==> config.mk <==
export PLATFORM = sky130hd
export DESIGN_NAME = ptcalc_pipe_mul_rs
export DESIGN_NICKNAME = d
export VERILOG_FILES = /design/src/rtl/ptcalc_pipe_mul_rs.sv
export SDC_FILE = /design/constraint.sdc
export NUM_CORES = 1
export LEC_CHECK = 0
export CORE_MARGIN = 8
export CORE_UTILIZATION = 50
export CTS_BUF_LIST = sky130_fd_sc_hd__clkbuf_8
export CTS_CLUSTER_SIZE = 40
export DETAILED_ROUTE_END_ITERATION = 10
export GPL_ROUTABILITY_DRIVEN = 0
export GPL_TIMING_DRIVEN = 0
export PLACE_DENSITY = 0.79
export SETUP_SLACK_MARGIN = 0.3
export SYNTH_ARGS = -nofsm -noshare
export SYNTH_HDL_FRONTEND = slang
export SYNTH_SLANG_ARGS = --single-unit
==> constraint.sdc <==
create_clock -name clk -period 7.1 [get_ports clk]
set_clock_uncertainty 0.2 [all_clocks]
set_input_delay 1.42 -clock clk [delete_from_list [all_inputs] [get_ports clk]]
set_output_delay 1.42 -clock clk [all_outputs]
set_load 0.05 [all_outputs]
==> src/rtl/ptcalc_pipe_mul_rs.sv <==
// Pipelined signed multiplier with valid/ready flow control, scaled narrowing,
// saturation and a sticky overflow counter for the ptcalc datapath.
module ptcalc_pipe_mul_rs #(
  parameter int ID         = 1,
  parameter int NUM_STAGE  = 3,
  parameter int din0_WIDTH = 24,
  parameter int din1_WIDTH = 12,
  parameter int dout_WIDTH = 38,
  parameter int SHIFT      = 0,
  parameter int ROUND      = 0,
  parameter int SAT        = 1,
  parameter int CNT_WIDTH  = 16
) (
  input  logic                  clk,
  input  logic                  reset,
  input  logic                  in_valid,
  output logic                  in_ready,
  input  logic [din0_WIDTH-1:0] din0,
  input  logic [din1_WIDTH-1:0] din1,
  output logic                  out_valid,
  input  logic                  out_ready,
  output logic [dout_WIDTH-1:0] dout,
  output logic                  dout_ovf,
  output logic [CNT_WIDTH-1:0]  ovf_cnt,
  input  logic                  ovf_clr
);

  localparam int W  = din0_WIDTH + din1_WIDTH;
  localparam int XW = (W + 1 > dout_WIDTH) ? W + 1 : dout_WIDTH;

  typedef logic signed [W-1:0]  prod_t;
  typedef logic signed [W:0]    wide_t;
  typedef logic signed [XW-1:0] xw_t;
  typedef logic [dout_WIDTH-1:0] dout_t;

  localparam int    RSH  = (SHIFT > 0) ? SHIFT - 1 : 0;
  localparam wide_t RND  = (ROUND != 0 && SHIFT > 0) ?
                           (wide_t'(1) <<< RSH) : wide_t'(0);
  localparam xw_t   MAXX = (xw_t'(1) <<< (dout_WIDTH - 1)) - xw_t'(1);
  localparam xw_t   MINX = -(xw_t'(1) <<< (dout_WIDTH - 1));

  if (NUM_STAGE < 1 || NUM_STAGE > 6 || SHIFT < 0 || SHIFT >= W ||
      ID < 0) begin : g_bad_param
    $error("ptcalc_pipe_mul_rs: illegal parameter set");
  end

  function automatic prod_t prod(input logic [din0_WIDTH-1:0] a,
                                 input logic [din1_WIDTH-1:0] b);
    return prod_t'($signed(a)) * prod_t'($signed(b));
  endfunction

  // One extra bit keeps the rounding add from wrapping before the shift.
  function automatic logic [dout_WIDTH:0] narrow(input prod_t p);
    wide_t s;
    xw_t   r;
    logic  ovf;
    dout_t d;
    s   = (wide_t'(p) + RND) >>> SHIFT;
    r   = xw_t'(s);
    ovf = (r > MAXX) || (r < MINX);
    d   = dout_t'(r);
    if (ovf && SAT != 0) begin
      d = r[XW-1] ? dout_t'(MINX) : dout_t'(MAXX);
    end
    return {ovf, d};
  endfunction

  logic                 adv;
  logic [NUM_STAGE-1:0] vld_q, vld_d;
  prod_t                fin_p;

  assign out_valid = vld_q[NUM_STAGE-1];
  assign adv       = !(out_valid && !out_ready);
  assign in_ready  = adv;

  always_comb begin
    vld_d = vld_q;
    if (adv) begin
      vld_d[0] = in_valid;
      for (int i = 1; i < NUM_STAGE; i++) begin
        vld_d[i] = vld_q[i-1];
      end
    end
  end

  always_ff @(posedge clk or posedge reset) begin
    if (reset) vld_q <= '0;
    else       vld_q <= vld_d;
  end

  if (NUM_STAGE == 1) begin : g_s1
    assign fin_p = prod(din0, din1);
  end else if (NUM_STAGE == 2) begin : g_s2
    prod_t p_q, p_d;

    always_comb begin
      p_d = p_q;
      if (adv) p_d = prod(din0, din1);
    end

    always_ff @(posedge clk or posedge reset) begin
      if (reset) p_q <= '0;
      else       p_q <= p_d;
    end

    assign fin_p = p_q;
  end else begin : g_sn
    localparam int NP = NUM_STAGE - 2;
    logic [din0_WIDTH-1:0] a_q, a_d;
    logic [din1_WIDTH-1:0] b_q, b_d;
    prod_t                 p_q [NP];
    prod_t                 p_d [NP];

    // Operands registered first; trailing product stages give DSP retiming room.
    always_comb begin
      a_d = a_q;
      b_d = b_q;
      p_d = p_q;
      if (adv) begin
        a_d    = din0;
        b_d    = din1;
        p_d[0] = prod(a_q, b_q);
        for (int i = 1; i < NP; i++) begin
          p_d[i] = p_q[i-1];
        end
      end
    end

    always_ff @(posedge clk or posedge reset) begin
      if (reset) begin
        a_q <= '0;
        b_q <= '0;
        for (int i = 0; i < NP; i++) begin
          p_q[i] <= '0;
        end
      end else begin
        a_q <= a_d;
        b_q <= b_d;
        p_q <= p_d;
      end
    end

    assign fin_p = p_q[NP-1];
  end

  logic [dout_WIDTH:0]  nar;
  dout_t                res_q, res_d;
  logic                 ovf_q, ovf_d;
  logic [CNT_WIDTH-1:0] cnt_q, cnt_d;

  assign nar = narrow(fin_p);

  always_comb begin
    res_d = res_q;
    ovf_d = ovf_q;
    if (adv) begin
      ovf_d = nar[dout_WIDTH];
      res_d = nar[dout_WIDTH-1:0];
    end
  end

  always_comb begin
    cnt_d = cnt_q;
    if (ovf_clr) begin
      cnt_d = '0;
    end else if (out_valid && out_ready && ovf_q && !(&cnt_q)) begin
      cnt_d = cnt_q + CNT_WIDTH'(1);
    end
  end

  always_ff @(posedge clk or posedge reset) begin
    if (reset) begin
      res_q <= '0;
      ovf_q <= 1'b0;
      cnt_q <= '0;
    end else begin
      res_q <= res_d;
      ovf_q <= ovf_d;
      cnt_q <= cnt_d;
    end
  end

  assign dout     = res_q;
  assign dout_ovf = ovf_q;
  assign ovf_cnt  = cnt_q;

endmodule

==> impl_metrics.yaml, run 1 <==
floorplanning:
  io_pins: 98
  rows: 63
  fp.dieH_um: 189
  core_area_mm2: 0.0295
  dieArea_mm2: 0.0356
  initial_core_util_pct: 50.5
  die_x_um: 189
synth:
  syn_area_mm2: 0.0149
  syn-num-nets: 2064
  synthesis.instances: 1689
  avgSynthCellArea_um2: 8.82
  synthArstFlopShare_pct: 100
  synth.distinct_cells: 63
  ys_seq_area_share_pct: 21.7
  synthFlopType: "dfrtp_1"
  ys_ff_latch: 129
  ys_warn_count: 0
  synth_edf_count: 0
hold_path:
  whs_path_depth: 2
  hold_end: "dout[7]$_DFFE_PP0N_"
  hold_start: "dout[7]$_DFFE_PP0N_"
  min_path_type: "reg2reg"
global_routing:
  grt_pass1_wl_um: 66800
  grt.met1_usage_pct: 29.1
  grt_max_degree: 96
  antenna_found_initial: 0
  grt_pass1_vias: 13000
  grt.busiest_layer: "met2"
  grtUsageMet2_pct: 39.0
  gr-total-overflow: 0
  use_met3_pct: 5.40
  grt_usage_pct: 23.6
setup_path:
  path_common_cell: "fa_1"
  cp_data_arrival_time_ps: 6810
  crit_path_max_fanout: 10
  cp_slowest_stage_delay_ps: 670
  critPathCaptureType: "flop"
  timing.rr.end: "fin_p[34]$_DFFE_PP0N_"
  crit_path_top_delay_cell: "dfrtp_1"
  critPathKind: "reg2reg"
  critPathLaunchType: "flop"
  critPathRequiredTime_ps: 7300
  path_cells: "clkbuf_1 -> nand2_1 -> fa_1 -> fa_1 -> inv_1 -> fa_1 -> fa_1 -> inv_1 -> fa_1 -> inv_1 -> ha_1 -> nand4_1 -> nor2_1 -> a32o_1 -> a211oi_2 -> o31ai_1 -> a21oi_1 -> or4b_1 -> nand3_1"
  rr_startpoint: "g_sn.b_q[8]$_DFFE_PP0N_"
  ff2ff_setup_slack_ps: 500
  rr_worst_depth: 19
  cpLargestDelayFamily: "adder cells"
  crit_buf_inv: 4
sta:
  max_freq_mhz: 151
  post-route-period-util_pct: 93.0
  worst_pin_slew_ps: 789
  hold_viol_final: 0
  period_needed_ps: 6600
  rsz0062_at_grt: "yes"
  maxSlewHeadroom_pct: 47.4
  fin_setup_tns_ps: 0
  report.final.slew_viol_count: 0
  finalSetupViolCount: 0
routing:
  antenna_left: 0
  via_per_inst: 5.35
  routed_wirelength_um: 39700
  firstDrtPassIters: 7
  drt_iter0_drc: 1158
  route.detailed.drc: 0
  vias: 11800
  wl_per_cell_um: 18.0
cells_and_area:
  seqCellArea_mm2: 0.00323
  fill_cells: 2574
  multiInputGateArea_mm2: 0.0101
  diodes: 0
  area_growth_pct: 13.1
  fin_nets: 2181
  drive_gt1_share_pct: 3.74
clock_network:
  root_buffer: "clkbuf_8"
  cts_tree: "yes"
  cts_setup_buffers: 0
  clock_latency_ps: 460
  numCtsBuffers: 17
  clock-sinks: 129
  htreeDepth: 4
  hold_buffers: 0
  path_clk_slew_ps: 100
  cts.path.max_buffers: 2
outcome:
  status: "finished clean"
placed_design:
  dp_hpwl_um: 31800
  port-buffer-count: 97
flow_run:
  cap_violations: 0
[how the worst max path moves through the flow]
stage | startpoint | endpoint | cells after the start
after global routing | g_sn.b_q[8]$_DFFE_PP0N_ | fin_p[32]$_DFFE_PP0N_ | 19
after floorplan | g_sn.b_q[11]$_DFFE_PP0N_ | fin_p[35]$_DFFE_PP0N_ | 19
final | g_sn.b_q[8]$_DFFE_PP0N_ | fin_p[34]$_DFFE_PP0N_ | 19
after global placement | reset | g_sn.a_q[21]$_DFFE_PP0N_ | 2
after CTS | g_sn.b_q[11]$_DFFE_PP0N_ | fin_p[34]$_DFFE_PP0N_ | 19
after detailed placement | g_sn.b_q[11]$_DFFE_PP0N_ | fin_p[34]$_DFFE_PP0N_ | 19
[sequential cells by signal (all words and copies together) (netlist names)]
| signal | count |
|---|---|
| dout | 37 |
| fin_p | 36 |
| g_sn.a_q | 24 |
| ovf_cnt | 16 |
| g_sn.b_q | 12 |
| vld_q | 3 |
| dout_ovf | 1 |
[worst min-delay path, cell delays in order (launching register included)]
cell and delay [ps]:
dfrtp_1 350, nand2_1 50, nand2_1 50
[cell usage in the layout, fill, tap and decap left out, types with 26 or more instances in the layout]
cell	n
a21oi_1	45
and2_1	71
clkbuf_1	59
clkdlybuf4s50_1	97
dfrtp_1	128
fa_1	258
ha_1	76
inv_1	316
nand2_1	474
nor2_1	60
xor2_1	26
[kinds of logic (layout without fill, tap and decap cells)]
| logic type | after synthesis | in the layout | synth area share, % |
|---|---|---|---|
| multiplexers | 1 | 1 | 0.0672 |
| AO/OA/AOI/OAI | 114 | 114 | 4.95 |
| XOR/XNOR | 49 | 49 | 2.88 |
| adder cells (fa/ha/maj) | 334 | 334 | 41.1 |
| buffers and inverters | 398 | 528 | 10.3 |
| AND/OR/NAND/NOR | 664 | 664 | 19.0 |
| flip-flops | 129 | 129 | 21.7 |
[layer usage]
metal / share of wire (%) / vias to the layer above
met5: 0 / -
met4: 4.7 / 0
met3: 7.9 / 140
met2: 49 / 503
met1: 39 / 5946
li1: - / 5225
[through the flow]
step           hold slack [ps]  std cells  setup WS (ps)  area, µm²  util (%)
2_1_floorplan              230       1689           1350      14900         -
3_3_place_gp               241       2176           65.9      16300      55.5
3_5_place_dp               255       2177            296      16400      55.6
4_1_cts                    275       2209            313      16800      57.1
5_1_grt                    291       2209            269      16800      57.1
6_report                   270       2209            498      16800      57.1
[area by class of cell]
| cell class | count | share of cell area, % |
|---|---|---|
| clock buffer | 18 | 1.47 |
| buffer | 81 | 2.15 |
| tap | 390 | 2.90 |
| sequential | 129 | 19.2 |
| inverter | 317 | 7.10 |
| timing repair buffer | 98 | 5.93 |
| clock inverter | 14 | 1.14 |
| multi-input combinational | 1162 | 60.1 |
[timing repair]
item	CTS	global route
gates cloned	0	0
endpoints found under the hold margin	0	0
setup endpoints to repair	2	6
resized for setup	1	23
[synth_stat cells (2+ instances only)]
cell type	count	area share, %
nand2_1	474	12
inv_1	317	8.0
fa_1	258	35
dfrtp_1	129	22
ha_1	76	6.4
and2_1	71	3.0
clkbuf_1	71	1.8
nor2_1	60	1.5
a21oi_1	45	1.5
xor2_1	26	1.5
xnor2_1	23	1.4
o21ai_0	14	0.47
nand2b_1	13	0.55
o21ai_1	13	0.44
nand3_1	9	0.30
a21o_1	8	0.40
nand4_1	7	0.29
and4_1	6	0.35
nor3_1	6	0.20
nor2b_1	5	0.21
o21a_1	5	0.25
buf_1	3	0.076
clkbuf_8	3	0.28
o31ai_1	3	0.15
a211oi_1	2	0.10
buf_2	2	0.067
nor4_1	2	0.084
o211ai_1	2	0.10
or3_1	2	0.084
Power of run 1 is not shown: default switching activity piles up to over one toggle a cycle in this logic, so the estimate is an artifact.
==> run 2, diff against run 1 <==
Settings changed: REMOVE_ABC_BUFFERS set to 1.
==> impl_metrics.yaml, run 2 (same netlist as run 1, synthesis figures left out) <==
sta:
  hold_ws_ps: 264
  rsz0062_at_grt: "yes"
  finalSetupViolCount: 0
  maxSlewHeadroom_pct: 27.9
  hold_viol_final: 0
  post-route-period-util_pct: 92.2
  report.final.slew_viol_count: 0
  finalWorstSetupSlack_ps: 551
  period_needed_ps: 6550
  worst_pin_slew_ps: 1080
  max_freq_mhz: 153
setup_path:
  critPathCaptureType: "flop"
  path_common_cell: "fa_1"
  path_cells: "nand2_1 -> fa_1 -> fa_1 -> inv_1 -> fa_1 -> fa_1 -> inv_1 -> fa_1 -> inv_1 -> ha_1 -> nand4_1 -> nor2_1 -> a32o_1 -> a211oi_2 -> o31ai_1 -> a21oi_1 -> or4b_1 -> nand3_1"
  critPathRequiredTime_ps: 7310
  critPathLaunchType: "flop"
  crit_path_max_fanout: 25
  cp_slowest_stage_delay_ps: 1060
  cp_data_arrival_time_ps: 6760
  critPathKind: "reg2reg"
  crit_buf_inv: 3
  crit_path_top_delay_cell: "dfrtp_1"
  cpLargestDelayFamily: "adder cells"
clock_network:
  cts_resized: 0
  path_clk_slew_ps: 80
  cts.path.max_buffers: 2
  htreeDepth: 4
  cts_tree: "yes"
  clock-sinks: 129
  root_buffer: "clkbuf_8"
  cts_setup_buffers: 0
  hold_buffers: 0
  numCtsBuffers: 17
  clock_latency_ps: 490
cells_and_area:
  mostFrequentLayoutCells: "nand2_1, inv_1, fa_1"
  largest_reg_flops: 37
  diodes: 0
  fin_nets: 2104
  area_growth_pct: 10.8
  final_common_cell: "nand2_1"
  drive_gt1_share_pct: 3.56
global_routing:
  grt_max_degree: 100
  grt_pass1_vias: 12300
  antenna_found_initial: 0
  grt_usage_pct: 20.5
  gr-total-overflow: 0
  grt_pass1_wl_um: 59200
routing:
  route.detailed.drc: 0
  firstDrtPassIters: 5
  routed_wirelength_um: 34100
  drt_iter0_drc: 676
  vias: 11300
  via_per_inst: 5.28
  wl_per_cell_um: 16.0
  antenna_left: 0
outcome:
  status: "finished clean"
floorplanning:
  io_pins: 98
  initial_core_util_pct: 50.5
  fp.dieH_um: 189
  core_area_mm2: 0.0295
  dieArea_mm2: 0.0356
  die_x_um: 189
  rows: 63
placed_design:
  port-buffer-count: 97
  dp_slack_ps: 466
  dp_hpwl_um: 25900
hold_path:
  min_path_type: "reg2reg"
flow_run:
  cap_violations: 0
==> run 2: cell count changes in the layout (fill, tap and decap cells not counted), sizes merged <==
cell      change
clkbuf       -72
inv           -3
bufinv        -3
clkinv        +2
clkinvlp      +3
buf           -4
==> run 2: metrics by stage <==
stage / util [%] / TNS, ps / instances / cell area (µm²)
floorplan: - / -215950 / 1608 / 14500
global placement: 54.3 / -768060 / 2095 / 16000
detailed placement: 54.7 / 0 / 2099 / 16100
CTS: 55.9 / 0 / 2131 / 16500
global route: 56.0 / 0 / 2132 / 16500
finish: 56.0 / 0 / 2132 / 16500
==> run 2: routing by layer <==
| metal | track usage [%] | vias up | routed length, µm |
|---|---|---|---|
| met2 | 36.7 | 386 | 17800 |
| met5 | 0 | - | 0 |
| met3 | 3.94 | 106 | 2040 |
| met4 | 8.63 | 0 | 1310 |
| li1 | - | 5073 | - |
| met1 | 23.7 | 5693 | 13000 |
==> run 2: layout make-up <==
class / instances / area (µm²)
clock buffers: 20 / 275
multi-input cells: 1162 / 10100
flip-flops and latches: 129 / 3240
well taps: 390 / 488
fillers: 2602 / 13000
clock inverters: 12 / 97.6
repair inverters: 1 / 7.51
inverters: 317 / 1200
repair buffers: 101 / 1070
==> run 2: final timing paths <==
check / from / to / slack (ps) / cells past startpoint
worst max-delay path: g_sn.b_q[4]$_DFFE_PP0N_ / fin_p[34]$_DFFE_PP0N_ / 550 / 18
worst min-delay path: vld_q[1]$_DFFE_PP0N_ / vld_q[2]$_DFFE_PP0N_ / 260 / 1
worst max register to register: g_sn.b_q[4]$_DFFE_PP0N_ / fin_p[34]$_DFFE_PP0N_ / 550 / 18
worst min register to register: vld_q[1]$_DFFE_PP0N_ / vld_q[2]$_DFFE_PP0N_ / 260 / 1
max in group asynchronous: reset / g_sn.a_q[17]$_DFFE_PP0N_ / 4720 / 3
min in group asynchronous: reset / g_sn.a_q[3]$_DFFE_PP0N_ / 1250 / 2
Power of run 2 is left out for the same reason.
==> run 3, diff against run 2 <==
Settings changed: ABC_CLOCK_PERIOD_IN_PS set to 6600.
Clock period 7.1 ns to 6.6 ns, I/O delays scaled along.
==> impl_metrics.yaml, run 3 (same netlist as run 1, synthesis figures left out) <==
clock_network:
  root_buffer: "clkbuf_8"
  cts_tree: "yes"
  cts.path.max_buffers: 2
  clock-sinks: 129
  clock_latency_ps: 490
  htreeDepth: 4
  path_clk_slew_ps: 100
  numCtsBuffers: 17
setup_path:
  crit_path_top_delay_cell: "dfrtp_1"
  cp_slowest_stage_delay_ps: 640
  cpLargestDelayFamily: "adder cells"
  rr_worst_depth: 17
  critPathLaunchType: "flop"
  crit_buf_inv: 2
  rr_startpoint: "g_sn.a_q[10]$_DFFE_PP0N_"
  path_cells: "and2_1 -> fa_1 -> fa_1 -> fa_1 -> fa_1 -> inv_1 -> fa_1 -> inv_1 -> ha_1 -> a21o_1 -> a211o_1 -> or3_4 -> o22ai_4 -> o31ai_2 -> a311oi_2 -> xnor2_1 -> o21ai_1"
  timing.rr.end: "fin_p[35]$_DFFE_PP0N_"
  critPathKind: "reg2reg"
  critPathCaptureType: "flop"
  critPathRequiredTime_ps: 6760
  crit_path_max_fanout: 13
  cp_data_arrival_time_ps: 6270
  ff2ff_setup_slack_ps: 490
  path_common_cell: "fa_1"
sta:
  worst_pin_slew_ps: 883
  post-route-period-util_pct: 92.6
  hold_ws_ps: 263
  period_needed_ps: 6110
  max_freq_mhz: 164
  fin_setup_tns_ps: 0
  report.final.slew_viol_count: 0
  rsz0062_at_grt: "yes"
  hold_viol_final: 0
  finalSetupViolCount: 0
  maxSlewHeadroom_pct: 41.0
cells_and_area:
  fin_nets: 2116
  diodes: 0
  seqCellArea_mm2: 0.00328
  final_cell_count_no_fill: 2144
  final_common_cell: "nand2_1"
  area_growth_pct: 12.1
  fill_cells: 2568
  utilization_pct: 56.6
  multiInputGateArea_mm2: 0.0101
  drive_gt1_share_pct: 5.36
  largest_reg_flops: 37
  mostFrequentLayoutCells: "nand2_1, inv_1, fa_1"
floorplanning:
  die_x_um: 189
  dieArea_mm2: 0.0356
  initial_core_util_pct: 50.5
  rows: 63
  fp.dieH_um: 189
  core_area_mm2: 0.0295
  io_pins: 98
placed_design:
  place_inst: 2099
  dp_hpwl_um: 25900
  port-buffer-count: 97
flow_run:
  cap_violations: 0
global_routing:
  grt_usage_pct: 20.5
  antenna_found_initial: 0
  grt_pass1_vias: 12300
  gr-total-overflow: 0
  grt_pass1_wl_um: 59300
  grt_max_degree: 100
routing:
  antenna_left: 0
  drt_iter0_drc: 708
  wl_per_cell_um: 16.3
  routed_wirelength_um: 34800
  vias: 11300
  route.detailed.drc: 0
  firstDrtPassIters: 7
  via_per_inst: 5.26
outcome:
  status: "finished clean"
hold_path:
  hold_end: "vld_q[2]$_DFFE_PP0N_"
  min_path_type: "reg2reg"
  whs_path_depth: 1
  hold_start: "vld_q[1]$_DFFE_PP0N_"
-- run 3: layout make-up --
| cell class | instances | share of cell area (%) |
|---|---|---|
| well taps | 390 | 2.92 |
| flip-flops and latches | 129 | 19.7 |
| repair inverters | 1 | 0.0450 |
| repair buffers | 113 | 7.17 |
| clock buffers | 20 | 1.65 |
| inverters | 317 | 7.20 |
| clock inverters | 12 | 0.585 |
| multi-input cells | 1162 | 60.8 |
-- run 3: how the worst max path moves through the flow --
stage / startpoint / endpoint / depth (start not counted)
4_1_cts: g_sn.b_q[11]$_DFFE_PP0N_ / fin_p[35]$_DFFE_PP0N_ / 18
6_report: g_sn.a_q[10]$_DFFE_PP0N_ / fin_p[35]$_DFFE_PP0N_ / 17
3_3_place_gp: out_ready / in_ready / 4
3_5_place_dp: g_sn.b_q[11]$_DFFE_PP0N_ / fin_p[34]$_DFFE_PP0N_ / 18
2_1_floorplan: out_ready / in_ready / 2
5_1_grt: g_sn.b_q[2]$_DFFE_PP0N_ / fin_p[34]$_DFFE_PP0N_ / 19
-- run 3: through the flow --
step	worst slack, ps	area (µm²)
2_1_floorplan	-3290	14500
4_1_cts	285	16500
5_1_grt	292	16700
6_report	485	16700
3_3_place_gp	-9580	16000
3_5_place_dp	-34.3	16100
-- run 3: metal layers --
layer  vias to the layer above  global-route usage (%)  part of all wire [%]
met4                         0                    8.57                   3.4
met5                         -                       0                     0
met1                      5693                    23.6                    38
met2                       392                    36.9                    52
li1                       5104                       -                     -
met3                        98                    3.99                   7.0
-- run 3: what timing repair did --
item,4_1_cts,5_1_grt
setup endpoints to repair,8,6
hold buffers,0,0
resized for setup,13,26
cloned,1,0
setup buffers,0,12
Power of run 3 is left out for the same reason.
